File: config.mk
export PLATFORM = sky130hd
export DESIGN_NAME = mem_arbiter_flat
export DESIGN_NICKNAME = d
export VERILOG_FILES = /design/src/rtl/mem_pkg.sv /design/src/rtl/mem_arbiter_if.sv /design/src/rtl/mem_arbiter_tag_fifo.sv /design/src/rtl/mem_arbiter.sv /design/src/flat_wrapper.sv
export SDC_FILE = /design/constraint.sdc
export NUM_CORES = 1
export LEC_CHECK = 0
export CAP_MARGIN = 5
export CORE_AREA = 10 10 156 158
export DETAILED_ROUTE_END_ITERATION = 12
export DIE_AREA = 0 0 166 168
export PLACE_DENSITY_LB_ADDON = 0.15
export SLEW_MARGIN = 10
export SYNTH_ARGS = -nofsm -noshare
export SYNTH_HDL_FRONTEND = slang
export SYNTH_SLANG_ARGS = --single-unit
File: constraint.sdc
create_clock -name CLK -period 5.6 [get_ports CLK]
set_clock_uncertainty 0.1 [all_clocks]
set_input_delay 0.84 -clock CLK [delete_from_list [all_inputs] [get_ports CLK]]
set_output_delay 0.84 -clock CLK [all_outputs]
set_load 0.005 [all_outputs]
File: src/rtl/mem_pkg.sv
// Shared memory-operation definitions: 68-bit op packing, its field slices and
// the client identifiers used by the arbiter and its tag FIFO.
package mem_pkg;

    localparam int MEM_OP_SIZE    = 68;
    localparam int REQ_ADDR_WIDTH = 32;
    localparam int REQ_DATA_WIDTH = 32;
    localparam int BYTE_EN_WIDTH  = 4;

    localparam int DATA_LSB    = 0;
    localparam int DATA_MSB    = DATA_LSB + REQ_DATA_WIDTH - 1;
    localparam int ADDR_LSB    = DATA_MSB + 1;
    localparam int ADDR_MSB    = ADDR_LSB + REQ_ADDR_WIDTH - 1;
    localparam int BYTE_EN_LSB = ADDR_MSB + 1;
    localparam int BYTE_EN_MSB = BYTE_EN_LSB + BYTE_EN_WIDTH - 1;

    // Field order matches {byte_en, addr, data}, so a packed op is the raw 68-bit word.
    typedef struct packed {
        logic [BYTE_EN_WIDTH-1:0]  byte_en;
        logic [REQ_ADDR_WIDTH-1:0] addr;
        logic [REQ_DATA_WIDTH-1:0] data;
    } mem_op_t;

    typedef enum logic {
        CLIENT_FETCH = 1'b0,
        CLIENT_LSU   = 1'b1
    } client_id_t;

    function automatic client_id_t other_client(input client_id_t id);
        return (id == CLIENT_FETCH) ? CLIENT_LSU : CLIENT_FETCH;
    endfunction

endpackage

File: src/rtl/mem_arbiter_if.sv
// Request/response bus between the two clients, the arbiter and the memory put/get ports.
interface mem_arbiter_if;
    import mem_pkg::*;

    logic    c0_req_valid;
    logic    c0_req_ready;
    mem_op_t c0_req;
    logic    c0_rsp_valid;
    logic    c0_rsp_ready;
    mem_op_t c0_rsp;

    logic    c1_req_valid;
    logic    c1_req_ready;
    mem_op_t c1_req;
    logic    c1_rsp_valid;
    logic    c1_rsp_ready;
    mem_op_t c1_rsp;

    logic    mem_put_valid;
    logic    mem_put_ready;
    mem_op_t mem_put_request;
    logic    mem_get_valid;
    logic    mem_get_ready;
    mem_op_t mem_get_response;

    // Arbiter side: drives the memory put/get and the per-client handshakes.
    modport master (
        input  c0_req_valid, c0_req, c0_rsp_ready,
        input  c1_req_valid, c1_req, c1_rsp_ready,
        input  mem_put_ready, mem_get_ready, mem_get_response,
        output c0_req_ready, c0_rsp_valid, c0_rsp,
        output c1_req_ready, c1_rsp_valid, c1_rsp,
        output mem_put_valid, mem_put_request, mem_get_valid
    );

    // Environment side: clients plus the memory model.
    modport slave (
        output c0_req_valid, c0_req, c0_rsp_ready,
        output c1_req_valid, c1_req, c1_rsp_ready,
        output mem_put_ready, mem_get_ready, mem_get_response,
        input  c0_req_ready, c0_rsp_valid, c0_rsp,
        input  c1_req_ready, c1_rsp_valid, c1_rsp,
        input  mem_put_valid, mem_put_request, mem_get_valid
    );

endinterface

File: src/rtl/mem_arbiter_tag_fifo.sv
// Synchronous FIFO with occupancy count; holds the issuing-client tag of every
// memory request that has been accepted but whose response has not returned.
module tag_fifo #(
    parameter  int WIDTH = 1,
    parameter  int DEPTH = 2,
    localparam int CNT_W = $clog2(DEPTH) + 1,
    localparam int PTR_W = (DEPTH > 1) ? $clog2(DEPTH) : 1
) (
    input  logic             clk,
    input  logic             rst_n,
    input  logic             i_push,
    input  logic [WIDTH-1:0] i_push_data,
    input  logic             i_pop,
    output logic [WIDTH-1:0] o_pop_data,
    output logic             o_full,
    output logic             o_empty,
    output logic [CNT_W-1:0] o_count
);

    logic [WIDTH-1:0] r_mem [DEPTH];
    logic [PTR_W-1:0] r_wr_ptr;
    logic [PTR_W-1:0] r_rd_ptr;
    logic [CNT_W-1:0] r_count;
    logic             w_push;
    logic             w_pop;

    function automatic logic [PTR_W-1:0] ptr_inc(input logic [PTR_W-1:0] ptr);
        return (ptr == PTR_W'(DEPTH - 1)) ? '0 : ptr + PTR_W'(1);
    endfunction

    assign o_full     = (r_count == CNT_W'(DEPTH));
    assign o_empty    = (r_count == '0);
    assign o_count    = r_count;
    assign o_pop_data = r_mem[r_rd_ptr];
    assign w_push     = i_push && !o_full;
    assign w_pop      = i_pop && !o_empty;

    // NOTE: storage has no reset; r_count alone decides which entries are live.
    always_ff @(posedge clk) begin
        if (w_push) begin
            r_mem[r_wr_ptr] <= i_push_data;
        end
    end

    // NOTE: sequential state uses <= so every register samples pre-edge values.
    always_ff @(posedge clk or negedge rst_n) begin
        if (!rst_n) begin
            r_wr_ptr <= '0;
            r_rd_ptr <= '0;
            r_count  <= '0;
        end else begin
            if (w_push) begin
                r_wr_ptr <= ptr_inc(r_wr_ptr);
            end
            if (w_pop) begin
                r_rd_ptr <= ptr_inc(r_rd_ptr);
            end
            case ({w_push, w_pop})
                2'b10:   r_count <= r_count + CNT_W'(1);
                2'b01:   r_count <= r_count - CNT_W'(1);
                default: r_count <= r_count;
            endcase
        end
    end

endmodule

File: src/rtl/mem_arbiter.sv
// Round-robin arbiter sharing one memory put/get port between fetch (c0) and
// load/store (c1); responses are routed back in order using a tag FIFO.
module mem_arbiter
    import mem_pkg::*;
#(
    parameter int MAX_OUTSTANDING = 2
) (
    input logic           CLK,
    input logic           RST_N,
    mem_arbiter_if.master bus
);

    localparam int CNT_W = $clog2(MAX_OUTSTANDING) + 1;

    client_id_t       r_prio;
    logic             r_lock_valid;
    client_id_t       r_lock_id;

    logic             w_grant_valid;
    client_id_t       w_grant_id;
    logic             w_put_valid;
    logic             w_xfer;

    logic             w_fifo_full;
    logic             w_fifo_empty;
    logic [CNT_W-1:0] w_fifo_count;
    logic [0:0]       w_head_bits;
    client_id_t       w_head;
    logic             w_rsp_active;
    logic             w_get_valid;
    logic             w_pop;

    // A stalled offer keeps the bus until memory takes it; otherwise round-robin.
    always_comb begin
        // NOTE: defaults first so every path assigns every output; no latches.
        w_grant_valid = 1'b0;
        w_grant_id    = CLIENT_FETCH;
        if (r_lock_valid) begin
            w_grant_valid = 1'b1;
            w_grant_id    = r_lock_id;
        end else if (bus.c0_req_valid && bus.c1_req_valid) begin
            w_grant_valid = 1'b1;
            w_grant_id    = r_prio;
        end else if (bus.c0_req_valid) begin
            w_grant_valid = 1'b1;
            w_grant_id    = CLIENT_FETCH;
        end else if (bus.c1_req_valid) begin
            w_grant_valid = 1'b1;
            w_grant_id    = CLIENT_LSU;
        end
    end

    // Full blocks issue even when a pop lands in the same cycle.
    assign w_put_valid         = RST_N && w_grant_valid && !w_fifo_full;
    assign w_xfer              = w_put_valid && bus.mem_put_ready;

    assign bus.mem_put_valid   = w_put_valid;
    assign bus.mem_put_request = (w_grant_id == CLIENT_LSU) ? bus.c1_req : bus.c0_req;
    assign bus.c0_req_ready    = w_xfer && (w_grant_id == CLIENT_FETCH);
    assign bus.c1_req_ready    = w_xfer && (w_grant_id == CLIENT_LSU);

    assign w_head              = client_id_t'(w_head_bits);
    assign w_rsp_active        = RST_N && !w_fifo_empty;

    assign bus.c0_rsp_valid    = w_rsp_active && (w_head == CLIENT_FETCH) && bus.mem_get_ready;
    assign bus.c1_rsp_valid    = w_rsp_active && (w_head == CLIENT_LSU) && bus.mem_get_ready;
    assign bus.c0_rsp          = bus.mem_get_response;
    assign bus.c1_rsp          = bus.mem_get_response;

    assign w_get_valid         = w_rsp_active &&
                                 ((w_head == CLIENT_FETCH) ? bus.c0_rsp_ready : bus.c1_rsp_ready);
    assign bus.mem_get_valid   = w_get_valid;
    assign w_pop               = w_get_valid && bus.mem_get_ready;

    always_ff @(posedge CLK or negedge RST_N) begin
        if (!RST_N) begin
            r_prio       <= CLIENT_FETCH;
            r_lock_valid <= 1'b0;
            r_lock_id    <= CLIENT_FETCH;
        end else if (w_xfer) begin
            r_prio       <= other_client(w_grant_id);
            r_lock_valid <= 1'b0;
        end else if (w_put_valid) begin
            r_lock_valid <= 1'b1;
            r_lock_id    <= w_grant_id;
        end
    end

    tag_fifo #(
        .WIDTH (1),
        .DEPTH (MAX_OUTSTANDING)
    ) u_tag_fifo (
        .clk         (CLK),
        .rst_n       (RST_N),
        .i_push      (w_xfer),
        .i_push_data (w_grant_id),
        .i_pop       (w_pop),
        .o_pop_data  (w_head_bits),
        .o_full      (w_fifo_full),
        .o_empty     (w_fifo_empty),
        .o_count     (w_fifo_count)
    );

    a_count_bounded: assert property (@(posedge CLK) disable iff (!RST_N)
        w_fifo_count <= CNT_W'(MAX_OUTSTANDING));

    a_grant_held: assert property (@(posedge CLK) disable iff (!RST_N)
        (w_put_valid && !bus.mem_put_ready) |=> (w_grant_valid && w_grant_id == $past(w_grant_id)));

endmodule

File: src/flat_wrapper.sv
// flat-port wrapper written by rule: the top's interface ports become plain ports
module mem_arbiter_flat import mem_pkg::*;
#(
    parameter int MAX_OUTSTANDING = 2
)
  (CLK, RST_N, bus_c0_req_valid, bus_c0_req, bus_c0_rsp_ready, bus_c1_req_valid, bus_c1_req, bus_c1_rsp_ready, bus_mem_put_ready, bus_mem_get_ready, bus_mem_get_response, bus_c0_req_ready, bus_c0_rsp_valid, bus_c0_rsp, bus_c1_req_ready, bus_c1_rsp_valid, bus_c1_rsp, bus_mem_put_valid, bus_mem_put_request, bus_mem_get_valid);
  mem_arbiter_if bus_i ();
  input logic CLK;
  input logic RST_N;
  input wire logic [$bits(bus_i.c0_req_valid)-1:0] bus_c0_req_valid;
  input wire logic [$bits(bus_i.c0_req)-1:0] bus_c0_req;
  input wire logic [$bits(bus_i.c0_rsp_ready)-1:0] bus_c0_rsp_ready;
  input wire logic [$bits(bus_i.c1_req_valid)-1:0] bus_c1_req_valid;
  input wire logic [$bits(bus_i.c1_req)-1:0] bus_c1_req;
  input wire logic [$bits(bus_i.c1_rsp_ready)-1:0] bus_c1_rsp_ready;
  input wire logic [$bits(bus_i.mem_put_ready)-1:0] bus_mem_put_ready;
  input wire logic [$bits(bus_i.mem_get_ready)-1:0] bus_mem_get_ready;
  input wire logic [$bits(bus_i.mem_get_response)-1:0] bus_mem_get_response;
  output wire logic [$bits(bus_i.c0_req_ready)-1:0] bus_c0_req_ready;
  output wire logic [$bits(bus_i.c0_rsp_valid)-1:0] bus_c0_rsp_valid;
  output wire logic [$bits(bus_i.c0_rsp)-1:0] bus_c0_rsp;
  output wire logic [$bits(bus_i.c1_req_ready)-1:0] bus_c1_req_ready;
  output wire logic [$bits(bus_i.c1_rsp_valid)-1:0] bus_c1_rsp_valid;
  output wire logic [$bits(bus_i.c1_rsp)-1:0] bus_c1_rsp;
  output wire logic [$bits(bus_i.mem_put_valid)-1:0] bus_mem_put_valid;
  output wire logic [$bits(bus_i.mem_put_request)-1:0] bus_mem_put_request;
  output wire logic [$bits(bus_i.mem_get_valid)-1:0] bus_mem_get_valid;
  assign bus_i.c0_req_valid = bus_c0_req_valid;
  assign bus_i.c0_req = bus_c0_req;
  assign bus_i.c0_rsp_ready = bus_c0_rsp_ready;
  assign bus_i.c1_req_valid = bus_c1_req_valid;
  assign bus_i.c1_req = bus_c1_req;
  assign bus_i.c1_rsp_ready = bus_c1_rsp_ready;
  assign bus_i.mem_put_ready = bus_mem_put_ready;
  assign bus_i.mem_get_ready = bus_mem_get_ready;
  assign bus_i.mem_get_response = bus_mem_get_response;
  assign bus_c0_req_ready = bus_i.c0_req_ready;
  assign bus_c0_rsp_valid = bus_i.c0_rsp_valid;
  assign bus_c0_rsp = bus_i.c0_rsp;
  assign bus_c1_req_ready = bus_i.c1_req_ready;
  assign bus_c1_rsp_valid = bus_i.c1_rsp_valid;
  assign bus_c1_rsp = bus_i.c1_rsp;
  assign bus_mem_put_valid = bus_i.mem_put_valid;
  assign bus_mem_put_request = bus_i.mem_put_request;
  assign bus_mem_get_valid = bus_i.mem_get_valid;
  mem_arbiter #(.MAX_OUTSTANDING(MAX_OUTSTANDING)) u_core (.CLK(CLK), .RST_N(RST_N), .bus(bus_i));
endmodule
; ---- Word-level counts from Yosys, hierarchy flattened
; Memories as Yosys holds them, arrays and structs flattened.
; Cells that the tools add are included.
[word_totals]
mem_count = 1
ramBits = 2
output_inout_bits = 210
ff_bits = 7
inputBits = 212
wordCells = 55
[memory_table]
columns = memory, depth, word_bits, read_ports, rd_clocked_by_memory_dff, wr, line_no
row1 = u_core.u_tag_fifo.r_mem, 2, 1, 1, 0, 1, mem_arbiter_tag_fifo.sv:20  ; logic [WIDTH-1:0] r_mem [DEPTH];
[op_classes]
n_bitwise = 3
n_reduce_logical = 21
muxes = 17
addsub = 4
n_eq_ne = 3
[op_table]
columns = op, count
row1 = $mux 68, 1
row2 = $logic_and 1x1->1, 15
row3 = $mux 1, 15
row4 = $eq 2x2->1 const B, 2
row5 = $pmux 2 s2, 1
row6 = $reduce_bool 2->1, 2
row7 = $not 1->1, 3
row8 = $add 1x1->1 const B, 2
row9 = $add 2x1->2 const B, 1
row10 = $eq 2x1->1 const B, 1
row11 = $logic_not 1->1, 2
row12 = $logic_not 2->1, 1
row13 = $reduce_and 2->1, 1
row14 = $sub 2x1->2 const B, 1

; ---- Logic depth before layout (Yosys ltp)
[depth]
ltp_word = 10
ltp_mapped = 7
depth_no_buf = 7

; ---- By module
; From an unflattened synthesis, not the netlist that was laid out.
[hier_totals]
hier_cells = 257
hier_area_um2 = 2329.7
[by_module_without_submodules]
columns = mod, area_each_um2, seq_area_each_um2, n_inst, cells_each
row1 = mem_arbiter, 2062.0, 75.1, 1, 236
row2 = tag_fifo, 267.8, 160.2, 1, 21

; ---- Worst setup path after synthesis
; OpenSTA, ideal clock, no wires.
[synth_timing]
path_type = in2out
startpoint = input port bus_c0_req_valid
endpoint = output port bus_mem_put_request[44]
n_path_buf = 1
t_required_ns = 4.660
cell_stages = 4
t_arrival_ns = 1.972
path_slack_ns = 2.688
path_cell_list = nor2b_1 > o31ai_4 > buf_6 > mux2_2
[synth_via]
elab_chain_cells = 4
word_cells_on_any_way = 5
classes_between = mux (4) / reduce/logical (1)
[synth_rtl]
columns = element, line_no
row1 = start: declaration, flat_wrapper.sv:10  ; input wire logic [$bits(bus_i.c0_req_valid)-1:0] bus_c0_req_valid;
row2 = $mux 1 / $logic_and 1x1->1 (equally long branches), "mem_arbiter.sv:44, mem_arbiter.sv:41"
row3 = $mux 1 *, mem_arbiter.sv:41  ; end else if (bus.c0_req_valid && bus.c1_req_valid) begin
row4 = $mux 1 *, mem_arbiter.sv:38  ; if (r_lock_valid) begin
row5 = $mux 68 *, mem_arbiter.sv:58  ; assign bus.mem_put_request = (w_grant_id == CLIENT_LSU) ? bus.c1_req : bus.c0_req;
row6 = end: declaration, flat_wrapper.sv:26  ; output wire logic [$bits(bus_i.mem_put_request)-1:0] bus_mem_put_request;
; Every way passes the cells marked *; elsewhere a longest branch is shown, timed or not.

; ---- Worst setup path in the final report
[layout_timing]
startpoint = input port bus_c1_req_valid
endpoint = output port bus_mem_put_request[63]
[layout_via]
elab_chain_cells = 5
word_cells_on_any_way = 6
classes_between = mux (5) / reduce/logical (1)
[layout_rtl]
columns = element, line_no
row1 = start: declaration, flat_wrapper.sv:13  ; input wire logic [$bits(bus_i.c1_req_valid)-1:0] bus_c1_req_valid;
row2 = $mux 1, mem_arbiter.sv:47  ; end else if (bus.c1_req_valid) begin
row3 = $mux 1, mem_arbiter.sv:44  ; end else if (bus.c0_req_valid) begin
row4 = $mux 1 *, mem_arbiter.sv:41
row5 = $mux 1 *, mem_arbiter.sv:38
row6 = $mux 68 *, mem_arbiter.sv:58
; Marks and branches as above.

==> results.tsv <==
stage	metric	value	unit
outcome	outcome	complete, no violations	
cells_and_area	nets	555	
timing	FMAX	257	MHz
pwr	Static Leak	1.40	nW
yosys	Post-synth EDFFs	2	
critical_path	crit path to	bus_mem_put_request[63]	
pwr	Peak VDD IR	148	uV
timing	pins over their slew limit	0	
cells_and_area	layout cells sized above 1	0.205	
clock_tree	CTS resizes	0	
route	Routed Antenna Nets	0	
route	metal1 wirelength	3960	microns
timing	Slew headroom	0.713	
floorplanning	core box area	21400	sq um
placement	hpwl dp	9250	microns
route	drt via density	3.20	
floorplanning	die height	168	microns
route	wire length on met3	1330	microns
route	vias	1989	
clock_tree	Clock transition at path regs	0.04	ns
hold_path	worst hold path type	reg2reg	
global_routing	vias in the first global route	2293	
route	uppermost layer routed	met4	
yosys	biggest area consumer among synthesized cells	buf_4	
critical_path	Critical Path Sink Type	output pin	
cells_and_area	Area Overhead vs Synth	64.7	%
cells_and_area	fillers	2354	
critical_path	kind of critical path	in2out	
critical_path	arrival time worst endpoint	2.94	ns
yosys	main flop type after synthesis	dfrtp_1	
route	Routed WL	10500	microns
placement	port bufs	217	
yosys	synth top area cells	buf_4 (43%), mux2_2 (30%), dfrtp_1 (7.4%), buf_6 (3.3%), mux2_1 (2.8%)	
route	DR iter-0 viols	54	
critical_path	RR Startpoint	u_core.u_tag_fifo.r_rd_ptr$_DFFE_PN0P_	
critical_path	Worst EP required	4.66	ns
yosys	Yosys warning count	0	
cells_and_area	Antenna Cells	0	
timing	RSZ-0062 raised after global routing	false	
clock_tree	Clock Tree Root	clkbuf_16	
yosys	Synthesized Nets	473	
critical_path	worst-path maximum fanout	61	
yosys	async set-reset flop share out of synthesis	0.778	
clock_tree	CTS Buf Count	3	
timing	Final Cycle Share	0.694	
timing	final setup vio count	0	
floorplanning	Horiz. Die Dim	166	microns
floorplanning	starting density of the core	0.111	
global_routing	largest net degree at the start of global routing	62	
critical_path	Register-to-Register Path Depth	6	
route	DRC	0	
clock_tree	Post-CTS Setup Bufs	0	
yosys	Yosys cell types	27	
yosys	top cells by count, synth	buf_4 (136), mux2_2 (63), nor2_1 (8), buf_6 (7), dfrtp_1 (7)	
route	detail-routed net length per standard cell	16.9	microns
yosys	most frequent cell after synthesis	buf_4	
clock_tree	clock sinks	9	
route	1st-pass router iterations	3	
route	routed wl met2	5080	microns
global_routing	grt ovf	0	
yosys	Syn Std Cell Area	2370	sq um
critical_path	worst flop-to-flop path endpoint	u_core.u_tag_fifo.o_count[1]$_DFFE_PN0P_	
timing	slew of the pin with the lowest slew margin	0.429	ns
pwr	PD cells	278	nW/um^2
timing	Sum Neg Setup Slack	0	ns
job	Max-cap violations	0	
clock_tree	Max clock buf depth	2	
timing	Min Clock Period, post-route	3.88	ns
yosys	synthesis-stage register bit count	9	
global_routing	global-route wire length before repair	15000	microns
yosys	post-synthesis sequential area ratio	0.0991	
critical_path	Setup crit start	bus_c1_req_valid	
timing	Hold Fails Final Rpt	0	
critical_path	flop2flop setup slack	3.63	ns
cells_and_area	Finished Core Util	0.183	
clock_tree	# H-tree levels	1	
clock_tree	TritonCTS clock tree	done	
clock_tree	CTS Hold Bufs	0	
timing	hold_ws	0.393	ns
yosys	Avg Inst Size Synth	9.13	sq um
yosys	Cells after Synth	260	
placement	RePlAce Congestion	0.735	
floorplanning	DIE AREA	27900	sq um
yosys	Yosys top cell area share	0.430	
critical_path	CP startpoint kind	input pin	
floorplanning	I/O pin count	422	
floorplanning	standard-cell rows	54	
clock_tree	Worst-Skew Late Latency	0.23	ns
global_routing	GRT Resource Usage Total	0.0679	
global_routing	antenna violations before repair	0	
==> stage by stage <==
step	instance area, sq um	total power, mW	instances	worst slack (ns)
after global routing	3910	1.17	621	1.61
after detailed placement	3830	0.987	617	1.68
after global placement	3830	0.991	617	1.67
after floorplan	2370	0.607	260	2.69
after CTS	3910	1.12	621	1.67
final	3910	1.09	621	1.72
==> worst max-delay path: stages <==
cell and delay [ns]:
clkdlybuf4s50_1 0.48, inv_1 0.07, o31ai_4 0.29, buf_12 0.31
mux2_2 0.38, clkdlybuf4s50_1 0.50
==> layout make-up <==
cell class,instances,area [sq um],area share
multi-input combinational,104,1020,0.262
tap,280,350,0.0896
inverter,4,15.0,0.00384
sequential,9,235,0.0601
clock buffer,4,78.8,0.0202
timing repair buffer,220,2210,0.564
==> cell families (layout without fill, tap and decap cells) <==
family / count (synthesis) / in the layout / synth area share
adder cells (fa/ha/maj): 1 / 1 / 0.00527
XOR/XNOR: 4 / 4 / 0.0148
multiplexers: 72 / 72 / 0.340
flip-flops: 9 / 9 / 0.0991
buffers and inverters: 147 / 228 / 0.469
AO/OA/AOI/OAI: 5 / 5 / 0.0200
AND/OR/NAND/NOR: 22 / 22 / 0.0516
==> per-layer routing <==
| layer | global-route usage | vias to the layer above |
|---|---|---|
| li1 | - | 892 |
| met1 | 0.0718 | 884 |
| met2 | 0.115 | 184 |
| met3 | 0.0377 | 29 |
| met4 | 0.0169 | 0 |
| met5 | 0 | - |
==> where the power goes <==
part | internal [mW] | switching, mW
logic | 0.552 | 0.284
registers | 0.0966 | 0.0297
clock network | 0.0951 | 0.0305
total | 0.744 | 0.344
==> state kept, by name (all words and copies together) (netlist names) <==
| signal | count |
|---|---|
| u_core.u_tag_fifo.o_count | 2 |
| u_core.r_prio | 1 |
| u_core.u_tag_fifo.r_wr_ptr | 1 |
| u_core.u_tag_fifo.r_rd_ptr | 1 |
| u_core.u_tag_fifo.r_mem | 2 |
| u_core.r_lock_valid | 1 |
| u_core.r_lock_id | 1 |
==> cells in the final DEF, fill, tap and decap left out, types with 3 or more instances in the layout <==
master / synthesis / final
mux2i_1: 3 / 3
nand2_1: 3 / 3
nor2b_1: 3 / 3
dfrtp_1: 7 / 7
clkdlybuf4s50_1: 0 / 217
xnor2_1: 3 / 3
mux2_1: 6 / 6
clkbuf_16: 0 / 3
mux2_2: 63 / 63
nor2_1: 8 / 8
inv_1: 4 / 4
==> how the worst min path moves through the flow <==
stage	start	to	slack, ns	depth (start not counted)
after CTS	u_core.u_tag_fifo.r_wr_ptr$_DFFE_PN0N_	u_core.u_tag_fifo.r_wr_ptr$_DFFE_PN0N_	0.40	1
after floorplan	u_core.u_tag_fifo.r_wr_ptr$_DFFE_PN0N_	u_core.u_tag_fifo.r_wr_ptr$_DFFE_PN0N_	0.37	1
after global placement	u_core.u_tag_fifo.r_wr_ptr$_DFFE_PN0N_	u_core.u_tag_fifo.r_wr_ptr$_DFFE_PN0N_	0.38	1
after global routing	u_core.u_tag_fifo.r_wr_ptr$_DFFE_PN0N_	u_core.u_tag_fifo.r_wr_ptr$_DFFE_PN0N_	0.42	1
final	u_core.u_tag_fifo.r_wr_ptr$_DFFE_PN0N_	u_core.u_tag_fifo.r_wr_ptr$_DFFE_PN0N_	0.39	1
after detailed placement	u_core.u_tag_fifo.r_wr_ptr$_DFFE_PN0N_	u_core.u_tag_fifo.r_wr_ptr$_DFFE_PN0N_	0.39	1
Power figures use the tool's default switching activity.
